File: config.mk
export PLATFORM = sky130hd
export DESIGN_NAME = line_buffer_ctrl_flat
export DESIGN_NICKNAME = d
export VERILOG_FILES = /design/src/rtl/line_buffer_ctrl_if.sv /design/src/rtl/line_buffer_ctrl.sv /design/src/flat_wrapper.sv
export SDC_FILE = /design/constraint.sdc
export NUM_CORES = 1
export LEC_CHECK = 0
export CAP_MARGIN = 20
export CORE_AREA = 2 2 64 66
export DETAILED_ROUTE_END_ITERATION = 6
export DIE_AREA = 0 0 66 68
export PLACE_DENSITY_LB_ADDON = 0.3
export SLEW_MARGIN = 25
export SYNTH_ARGS = -nofsm -noshare
export SYNTH_HDL_FRONTEND = slang
export SYNTH_SLANG_ARGS = --single-unit
File: constraint.sdc
create_clock -name clk -period 3.4 [get_ports clk]
set_clock_uncertainty 0.2 [all_clocks]
set_input_delay 0.85 -clock clk [delete_from_list [all_inputs] [get_ports clk]]
set_output_delay 0.85 -clock clk [all_outputs]
set_load 0.03 [all_outputs]
File: src/rtl/line_buffer_ctrl_if.sv
// Video-in / line-RAM-control bundle for line_buffer_ctrl.
// slave = controller side, master = video source / RAM side.
interface line_buffer_ctrl_if #(
  parameter int AW = 11,
  parameter int VW = 10
);
  logic          vsync;
  logic          hsync;
  logic          de;
  logic          wr_en;
  logic [1:0]    wr_bank;
  logic [AW-1:0] addr;
  logic [1:0]    bank_l1;
  logic [1:0]    bank_l2;
  logic [1:0]    bank_l3;
  logic [VW-1:0] row_cnt;
  logic          mat_de;
  logic [AW-1:0] mat_x;
  logic          err_long;

  modport master (
    output vsync, hsync, de,
    input  wr_en, wr_bank, addr,
    input  bank_l1, bank_l2, bank_l3,
    input  row_cnt, mat_de, mat_x, err_long
  );

  modport slave (
    input  vsync, hsync, de,
    output wr_en, wr_bank, addr,
    output bank_l1, bank_l2, bank_l3,
    output row_cnt, mat_de, mat_x, err_long
  );
endinterface

File: src/rtl/line_buffer_ctrl.sv
// Line-RAM sequencer for a 3x3 window: write strobe/bank/address,
// bank rotation per line, row count, and RD_LAT-aligned mat_de/mat_x.
// Ports: clk, rst (sync, active-high), bus (line_buffer_ctrl_if.slave):
//   in vsync/hsync/de; out wr_en, wr_bank, addr, bank_l1..l3,
//   row_cnt, mat_de, mat_x, err_long.
// Option: define LINE_BUFFER_CTRL_ERR_EN for sticky overlong-line flag.
module line_buffer_ctrl #(
  parameter int H_ACT  = 1280,
  parameter int V_ACT  = 720,
  parameter int RD_LAT = 1,
  localparam int AW = $clog2(H_ACT),
  localparam int VW = $clog2(V_ACT)
) (
  input logic                clk,
  input logic                rst,
  line_buffer_ctrl_if.slave  bus
);
  localparam logic [1:0] S_IDLE = 2'd0;
  localparam logic [1:0] S_FILL = 2'd1;
  localparam logic [1:0] S_RUN  = 2'd2;

  localparam logic [AW-1:0] ADDR_MAX = AW'(H_ACT - 1);
  localparam logic [VW-1:0] ROW_MAX  = VW'(V_ACT - 1);
  localparam logic [VW-1:0] ROW_ONE  = VW'(1);

  logic [1:0]    r_state;
  logic          r_vs_q;
  logic          r_de_q;
  logic          r_full;
  logic [AW-1:0] r_addr;
  logic [1:0]    r_wr_bank;
  logic [1:0]    r_l1;
  logic [1:0]    r_l2;
  logic [VW-1:0] r_row;
  logic          r_pde [RD_LAT];
  logic [AW-1:0] r_px  [RD_LAT];
  logic          r_err;

  logic w_act;
  logic w_vs_rise;
  logic w_line_end;
  logic w_wr;
  logic w_qual;
  logic w_unused_hsync;

  assign w_unused_hsync = bus.hsync;

  assign w_act      = (r_state != S_IDLE);
  assign w_vs_rise  = bus.vsync & ~r_vs_q;
  assign w_line_end = r_de_q & ~bus.de & w_act;
  // r_full marks that the last address was already written.
  assign w_wr       = bus.de & w_act & ~r_full;
  assign w_qual     = w_wr & (r_state == S_RUN);

  always_ff @(posedge clk) begin
    if (rst) begin
      r_vs_q <= 1'b0;
      r_de_q <= 1'b0;
    end else begin
      r_vs_q <= bus.vsync;
      r_de_q <= bus.de;
    end
  end

  always_ff @(posedge clk) begin
    if (rst) begin
      r_state   <= S_IDLE;
      r_full    <= 1'b0;
      r_addr    <= '0;
      r_wr_bank <= 2'd0;
      r_l1      <= 2'd1;
      r_l2      <= 2'd2;
      r_row     <= '0;
    end else if (w_vs_rise) begin
      r_state   <= S_FILL;
      r_full    <= 1'b0;
      r_addr    <= '0;
      r_wr_bank <= 2'd0;
      r_l1      <= 2'd1;
      r_l2      <= 2'd2;
      r_row     <= '0;
    end else if (w_line_end) begin
      r_addr    <= '0;
      r_full    <= 1'b0;
      r_l1      <= r_l2;
      r_l2      <= r_wr_bank;
      r_wr_bank <= (r_wr_bank == 2'd2) ? 2'd0
                                       : r_wr_bank + 2'd1;
      if (r_row != ROW_MAX)
        r_row <= r_row + ROW_ONE;
      // second completed row: two rows now buffered
      if (r_state == S_FILL && r_row == ROW_ONE)
        r_state <= S_RUN;
    end else if (w_wr) begin
      if (r_addr == ADDR_MAX)
        r_full <= 1'b1;
      else
        r_addr <= r_addr + AW'(1);
    end
  end

  // Read-latency alignment pipe; a new frame discards it.
  always_ff @(posedge clk) begin
    if (rst || w_vs_rise) begin
      for (int i = 0; i < RD_LAT; i++) begin
        r_pde[i] <= 1'b0;
        r_px[i]  <= '0;
      end
    end else begin
      r_pde[0] <= w_qual;
      r_px[0]  <= r_addr;
      for (int i = 1; i < RD_LAT; i++) begin
        r_pde[i] <= r_pde[i-1];
        r_px[i]  <= r_px[i-1];
      end
    end
  end

`ifdef LINE_BUFFER_CTRL_ERR_EN
  always_ff @(posedge clk) begin
    if (rst || w_vs_rise)
      r_err <= 1'b0;
    else if (bus.de && r_full)
      r_err <= 1'b1;
  end
`else
  assign r_err = 1'b0;
`endif

  assign bus.wr_en    = w_wr;
  assign bus.wr_bank  = r_wr_bank;
  assign bus.addr     = r_addr;
  assign bus.bank_l1  = r_l1;
  assign bus.bank_l2  = r_l2;
  assign bus.bank_l3  = r_wr_bank;
  assign bus.row_cnt  = r_row;
  assign bus.mat_de   = r_pde[RD_LAT-1];
  assign bus.mat_x    = r_px[RD_LAT-1];
  assign bus.err_long = r_err;
endmodule
File: src/flat_wrapper.sv
// flat-port wrapper written by rule: the top's interface ports become plain ports
module line_buffer_ctrl_flat 
#(
  parameter int H_ACT  = 1280,
  parameter int V_ACT  = 720,
  parameter int RD_LAT = 1,
  localparam int AW = $clog2(H_ACT),
  localparam int VW = $clog2(V_ACT)
)
  (clk, rst, bus_vsync, bus_hsync, bus_de, bus_wr_en, bus_wr_bank, bus_addr, bus_bank_l1, bus_bank_l2, bus_bank_l3, bus_row_cnt, bus_mat_de, bus_mat_x, bus_err_long);
  line_buffer_ctrl_if bus_i ();
  input logic clk;
  input logic rst;
  input wire logic [$bits(bus_i.vsync)-1:0] bus_vsync;
  input wire logic [$bits(bus_i.hsync)-1:0] bus_hsync;
  input wire logic [$bits(bus_i.de)-1:0] bus_de;
  output wire logic [$bits(bus_i.wr_en)-1:0] bus_wr_en;
  output wire logic [$bits(bus_i.wr_bank)-1:0] bus_wr_bank;
  output wire logic [$bits(bus_i.addr)-1:0] bus_addr;
  output wire logic [$bits(bus_i.bank_l1)-1:0] bus_bank_l1;
  output wire logic [$bits(bus_i.bank_l2)-1:0] bus_bank_l2;
  output wire logic [$bits(bus_i.bank_l3)-1:0] bus_bank_l3;
  output wire logic [$bits(bus_i.row_cnt)-1:0] bus_row_cnt;
  output wire logic [$bits(bus_i.mat_de)-1:0] bus_mat_de;
  output wire logic [$bits(bus_i.mat_x)-1:0] bus_mat_x;
  output wire logic [$bits(bus_i.err_long)-1:0] bus_err_long;
  assign bus_i.vsync = bus_vsync;
  assign bus_i.hsync = bus_hsync;
  assign bus_i.de = bus_de;
  assign bus_wr_en = bus_i.wr_en;
  assign bus_wr_bank = bus_i.wr_bank;
  assign bus_addr = bus_i.addr;
  assign bus_bank_l1 = bus_i.bank_l1;
  assign bus_bank_l2 = bus_i.bank_l2;
  assign bus_bank_l3 = bus_i.bank_l3;
  assign bus_row_cnt = bus_i.row_cnt;
  assign bus_mat_de = bus_i.mat_de;
  assign bus_mat_x = bus_i.mat_x;
  assign bus_err_long = bus_i.err_long;
  line_buffer_ctrl #(.H_ACT(H_ACT), .V_ACT(V_ACT), .RD_LAT(RD_LAT)) u_core (.clk(clk), .rst(rst), .bus(bus_i));
endmodule
==> run_results.csv, run 1 <==
group,metric,value,unit
run_status,status,"finished, final reports clean",
synth,synth_ff_type,"dfxtp_1",
timing,setup_tns,0,ps
power,swShare,21.8,%
synth,synth_area_per_cell,8.81,sq um
placement,portBuffers,45,
timing,tightest_slew,538,ps
floorplanning,dieHeight,68,um
layout,syn_to_final_growth,33.3,%
global_route,grt_start_max_net_pins,16,
layout,diodes,0,
worst_hold_path,hp-start,"u_core.bus.bank_l1[1]",
cts,cts_sinks,44,
power,seqPwrFrac,52.5,%
timing,timing.final.crit_share,94.8,%
synth,synth_cells,213,
worst_setup_path,rrSetupSlack,1360,ps
timing,fin_crit,3220,ps
worst_setup_path,reg2regPathDepth,4,
worst_hold_path,hold-path-endpoint,"u_core.bus.bank_l1[1]",
cts,root_buffer,"clkbuf_8",
timing,hold_viol_final,0,
layout,final_layout_size_suffix_gt1_share,7.25,%
floorplanning,start_util,48.7,%
cts,cts_setup_buffers,0,
floorplanning,num_io_pins,48,
synth,synth_edf_count,0,
layout,nets,269,
synth,yosys_warnings,0,
power,power_switching,0.217,mW
worst_setup_path,r2r_end,"u_core.bus.addr[2]",
power,pwr_density_cell,398,nW/um^2
power,irDropWorstVdd,0.286,mV
worst_setup_path,critPathArrivalTime,2170,ps
cts,cts_buffers,5,
cts,cts_max_level,2,
synth,netlist_area,1880,sq um
route,drtAntennaViolNets,0,
global_route,grt_pass1_vias,1612,
route,vias_per_cell,5.64,
cts,ctsHoldBuffers,0,
synth,async_flop_share,0,%
synth,synthDistinctLibCells,46,
worst_setup_path,cp_num_cells,5,
timing,timing.fmax,310,MHz
worst_hold_path,hold_path_depth,2,
worst_setup_path,path_buf_inv,3,
worst_setup_path,cp_cell_sequence,"clkdlybuf4s50_1 > nor2b_1 > nand2_1 > inv_1 > buf_4",
route,drc,0,
cts,clk_pin_slew,80,ps
power,comb_power_share,5.6,%
worst_setup_path,slowest_delay,470,ps
route,dr.pass1.iters,4,
route,postRouteWirelength,4250,um
timing,maxSlewHeadroom,63.8,%
timing,rsz0062_at_grt,"false",
worst_setup_path,cp_data_required_time,2350,ps
floorplanning,num_rows,23,
global_route,grt.total_usage,20.7,%
worst_setup_path,startpoint_type,"input port",
power,clkPwrFrac,42.0,%
worst_setup_path,crit_type,"in2out",
route,drt_iter0_markers,118,
job,maxCapViolCount,0,
floorplanning,core_area,3860,sq um
timing,finalSetupViolations,0,
worst_setup_path,rr_startpoint,"u_core.bus.addr[4]",
synth,synth.net_count,221,
power,p_leak,0.905,nW
global_route,grt-ovfl-total,0,
floorplanning,die-area,4490,sq um
floorplanning,die_width,66,um
worst_hold_path,hp-class,"reg2reg",
worst_setup_path,cp_slowest_cell,"clkdlybuf4s50_1",
cts,cts_tree,"yes",
synth,ys_seq_area_share,46.9,%
cts,cts_resized,0,
global_route,antenna_found_initial,0,
cts,cts_max_path_buffers,2,
timing,drv_slew,0,
power,p_int,0.779,mW
power,total_power,0.996,mW
worst_setup_path,end_kind,"output pin",
worst_setup_path,crit_fanout,6,
route,vias,1759,
synth,ys_ff_latch,44,
worst_setup_path,crit_family,"buffers and inverters",
placement,routabilityCongestion,0.899,
route,wl_per_cell,13.6,um
global_route,grt_pass1_wl,7240,um
placement,dp_hpwl,3030,um
cts,insertion_delay,290,ps
through the flow:
step	utilization [%]	cells	cell area (sq um)	setup WS [ps]	hold WS (ps)
after detailed placement	61.7	304	2380	250	254
final	64.9	312	2500	178	261
after floorplan	-	213	1880	918	254
after global placement	61.7	304	2380	317	245
after global routing	64.9	312	2500	114	283
after CTS	64.9	312	2500	244	266
cell usage in the layout, fill, tap and decap left out, drive strengths merged, types with 2 or more instances in the layout:
cell type	n
a21oi	16
and3	11
inv	6
nor4	4
o31ai	5
nor3	6
o31a	2
a211oi	2
xnor2	2
buf	6
nand4	5
ha	3
nand2	25
nand2b	3
o21ai	7
nor4b	3
clkbuf	6
nor2	11
clkdlybuf4s50	44
or4	6
nor2b	5
or3	7
o21a	2
nand3	10
dfxtp	44
or2	2
o211ai	2
worst reg2reg max path: stages, from the launching register on:
cell and delay [ps]:
dfxtp_1 470, nand4_1 340, nor3_2 540, nor2_1 130, a311oi_1 280
layout make-up:
type	count	area (sq um)
repair buffers	50	485
multi-input cells	154	928
clock inverters	2	38.8
fillers	336	1360
clock buffers	6	82.6
well taps	50	62.6
inverters	6	22.5
flip-flops and latches	44	881
worst max-delay path by stage:
stage,start,endpoint,slack (ps)
after floorplan,bus_de,bus_wr_en,920
after global placement,bus_de,bus_wr_en,320
after detailed placement,bus_de,bus_wr_en,250
after CTS,bus_de,bus_wr_en,240
after global routing,bus_de,bus_wr_en,110
final,bus_de,bus_wr_en,180
cell usage after synthesis (all sizes together), types with 2 or more instances:
cell type | instances | area (sq um)
nor2 | 11 | 43.8
buf | 3 | 22.5
xnor2 | 2 | 17.5
a211oi | 2 | 15.0
nand2b | 3 | 26.3
a21oi | 16 | 80.1
clkbuf | 6 | 22.5
nand4 | 5 | 31.3
nand3 | 10 | 50.1
o31ai | 5 | 37.5
nor4b | 3 | 26.3
nand2 | 25 | 93.8
nor4 | 4 | 25.0
o31a | 2 | 17.5
ha | 3 | 37.5
nor3 | 6 | 35.0
o211ai | 2 | 15.0
inv | 6 | 22.5
or4 | 6 | 48.8
or2 | 2 | 12.5
dfxtp | 44 | 881
o21ai | 7 | 35.0
nor2b | 5 | 31.3
and3 | 11 | 68.8
o21a | 2 | 15.0
or3 | 7 | 43.8
cell families after synthesis:
kind of cell,Yosys count,share of synthesized area (%)
xor+xnor,2,0.934
simple gates,103,30.7
buf+inv,15,3.60
flops,44,46.9
compound gates,44,15.1
mux,1,0.533
fa+ha+maj,3,2.00
other cells,1,0.200
sequential cells by signal, summed over array words and instances, names as in the netlist:
signal / flops
u_core.r_full: 1
u_core.bus.row_cnt: 10
u_core.r_px: 11
u_core.bus.bank_l1: 2
u_core.r_state: 2
u_core.bus.bank_l2: 2
u_core.bus.bank_l3: 2
u_core.bus.addr: 11
u_core.r_pde: 1
u_core.r_de_q: 1
u_core.r_vs_q: 1
power groups by stage:
| stage | clock network (mW) | registers (mW) | logic, mW |
|---|---|---|---|
| 6_report | 0.418 | 0.523 | 0.0553 |
| 5_1_grt | 0.449 | 0.523 | 0.0604 |
| 4_1_cts | 0.429 | 0.523 | 0.0553 |
| 3_5_place_dp | 0 | 0.535 | 0.0549 |
| 3_3_place_gp | 0 | 0.535 | 0.0538 |
| 2_1_floorplan | 0 | 0.537 | 0.0304 |
metal layers:
| layer | wire [um] | vias to the layer above | global-route usage (%) |
|---|---|---|---|
| met5 | 0 | - | 0 |
| met2 | 2160 | 44 | 34.5 |
| met4 | 38 | 0 | 8.67 |
| met3 | 183 | 4 | 5.10 |
| li1 | - | 873 | - |
| met1 | 1860 | 838 | 25.7 |
(Power assumes the default switching activity.)
==> run 2, diff against run 1 <==
- RECOVER_POWER: not set -> 25
==> run 2 against run 1 <==
Net effect: critical path depth is the same; first-iteration DRC count is the same; utilization shrank 0.39 points; clock-buffer cell count is the same; sequential power is essentially flat; worst hold slack is essentially flat; fmax grew 0.85%; flip-flop and latch count is the same; non-clock buffer count is the same; combinational power shrank 3.6%; largest cell class unchanged.
==> run_results.csv, run 2 (same netlist as run 1, synthesis figures left out) <==
group,metric,value,unit
layout,final_common_cell,"dfxtp_1",
timing,setup_tns,0,ps
worst_setup_path,crit_type,"in2out",
floorplanning,die_width,66,um
route,vias_per_cell,5.63,
global_route,grt_pass1_wl,7240,um
floorplanning,die-area,4490,sq um
worst_setup_path,cp_data_required_time,2350,ps
timing,drv_slew,0,
power,irDropWorstVdd,0.291,mV
cts,cts_resized,0,
placement,dp_hpwl,3030,um
global_route,grt_pass1_vias,1612,
global_route,grt.total_usage,20.7,%
cts,ctsHoldBuffers,0,
global_route,antenna_found_initial,0,
layout,multi_input_area,921,sq um
layout,syn_to_final_growth,32.5,%
route,postRouteWirelength,4270,um
timing,timing.final.crit_share,94.0,%
power,pwr_density_cell,401,nW/um^2
placement,routabilityCongestion,0.899,
route,drt_iter0_markers,118,
timing,rsz0062_at_grt,"false",
timing,tightest_slew,538,ps
route,wl_per_cell,13.7,um
route,vias,1756,
global_route,grt_start_max_net_pins,16,
worst_setup_path,cp_cell_sequence,"clkdlybuf4s50_1 > nor2b_1 > nand2_1 > inv_1 > buf_4",
layout,ff_latch_area,881,sq um
worst_setup_path,rrSetupSlack,1360,ps
cts,cts_max_path_buffers,2,
floorplanning,start_util,48.7,%
global_route,grt-ovfl-total,0,
job,maxCapViolCount,0,
placement,portBuffers,45,
cts,cts_setup_buffers,0,
worst_setup_path,cp_slowest_cell,"clkdlybuf4s50_1",
floorplanning,core_area,3860,sq um
layout,fillers,337,
cts,cts_tree,"yes",
layout,final_layout_size_suffix_gt1_share,6.11,%
timing,hold_ws,261,ps
power,p_leak,0.896,nW
cts,insertion_delay,290,ps
timing,timing.fmax,313,MHz
timing,finalSetupViolations,0,
run_status,status,"finished, final reports clean",
worst_setup_path,crit_fanout,6,
floorplanning,num_io_pins,48,
timing,maxSlewHeadroom,63.8,%
cts,cts_sinks,44,
worst_hold_path,hp-class,"reg2reg",
route,drc,0,
route,dr.pass1.iters,4,
layout,nets,269,
cts,cts_buffers,5,
timing,hold_viol_final,0,
layout,diodes,0,
cts,root_buffer,"clkbuf_8",
worst_setup_path,critPathArrivalTime,2150,ps
cts,clk_pin_slew,80,ps
timing,fin_crit,3200,ps
layout,layout_common_cells,"44 x dfxtp_1, 42 x clkdlybuf4s50_1, 25 x nand2_1",
floorplanning,dieHeight,68,um
floorplanning,num_rows,23,
worst_setup_path,end_kind,"output pin",
worst_setup_path,slowest_delay,470,ps
route,drtAntennaViolNets,0,
cts,cts_max_level,2,
worst_setup_path,startpoint_type,"input port",
run 2: cell count changes in the layout (fill, tap and decap cells not counted), sizes merged:
cell,before,now
dlygate4sd3,0,2
clkbuf,6,8
clkdlybuf4s50,44,42
buf,6,4
run 2: report_power, final:
| group | internal (mW) | switching (mW) |
|---|---|---|
| combinational | 0.0181 | 0.0352 |
| sequential | 0.519 | 0.00366 |
| clock | 0.240 | 0.181 |
| total | 0.777 | 0.220 |
run 2: through the flow:
| step | cell area, sq um | cells | power (mW) | util (%) | setup WS, ps |
|---|---|---|---|---|---|
| after floorplan | 1880 | 213 | 0.568 | - | 918 |
| after global placement | 2380 | 304 | 0.588 | 61.7 | 317 |
| after detailed placement | 2380 | 304 | 0.590 | 61.7 | 250 |
| after CTS | 2500 | 312 | 1.01 | 64.9 | 244 |
| after global routing | 2490 | 312 | 1.03 | 64.5 | 116 |
| final | 2490 | 312 | 0.997 | 64.5 | 205 |
run 2: cell type report:
| type | count | area share [%] |
|---|---|---|
| Tap cell | 50 | 2.52 |
| Multi-Input combinational cell | 154 | 37.0 |
| Clock buffer | 6 | 3.32 |
| Sequential cell | 44 | 35.4 |
| Inverter | 6 | 0.906 |
| Clock inverter | 2 | 1.56 |
| Timing Repair Buffer | 50 | 19.2 |
run 2: final timing paths:
| path | startpoint | endpoint | depth (start not counted) |
|---|---|---|---|
| worst min register to register | u_core.bus.bank_l1[1] | u_core.bus.bank_l1[1] | 2 |
| worst min-delay path | u_core.bus.bank_l1[1] | u_core.bus.bank_l1[1] | 2 |
| worst max register to register | u_core.bus.addr[4] | u_core.bus.addr[2] | 4 |
| worst max-delay path | bus_de | bus_wr_en | 5 |
run 2: worst max-delay path: cells and delay by family:
kind | cells | cell delay [ps]
simple gates | 2 | 510
buf+inv | 3 | 780
run 2: layer usage:
metal / vias up / wire length, um / track usage [%]
li1: 873 / - / -
met1: 832 / 1910 / 25.7
met2: 45 / 2130 / 34.5
met3: 6 / 185 / 5.10
met4: 0 / 48 / 8.67
met5: - / 0 / 0
==> run 3, diff against run 2 <==
- SETUP_SLACK_MARGIN: not set -> 0.05
==> results of run 3 <==
The final DEF is identical to that of run 2; final timing and power are the same.
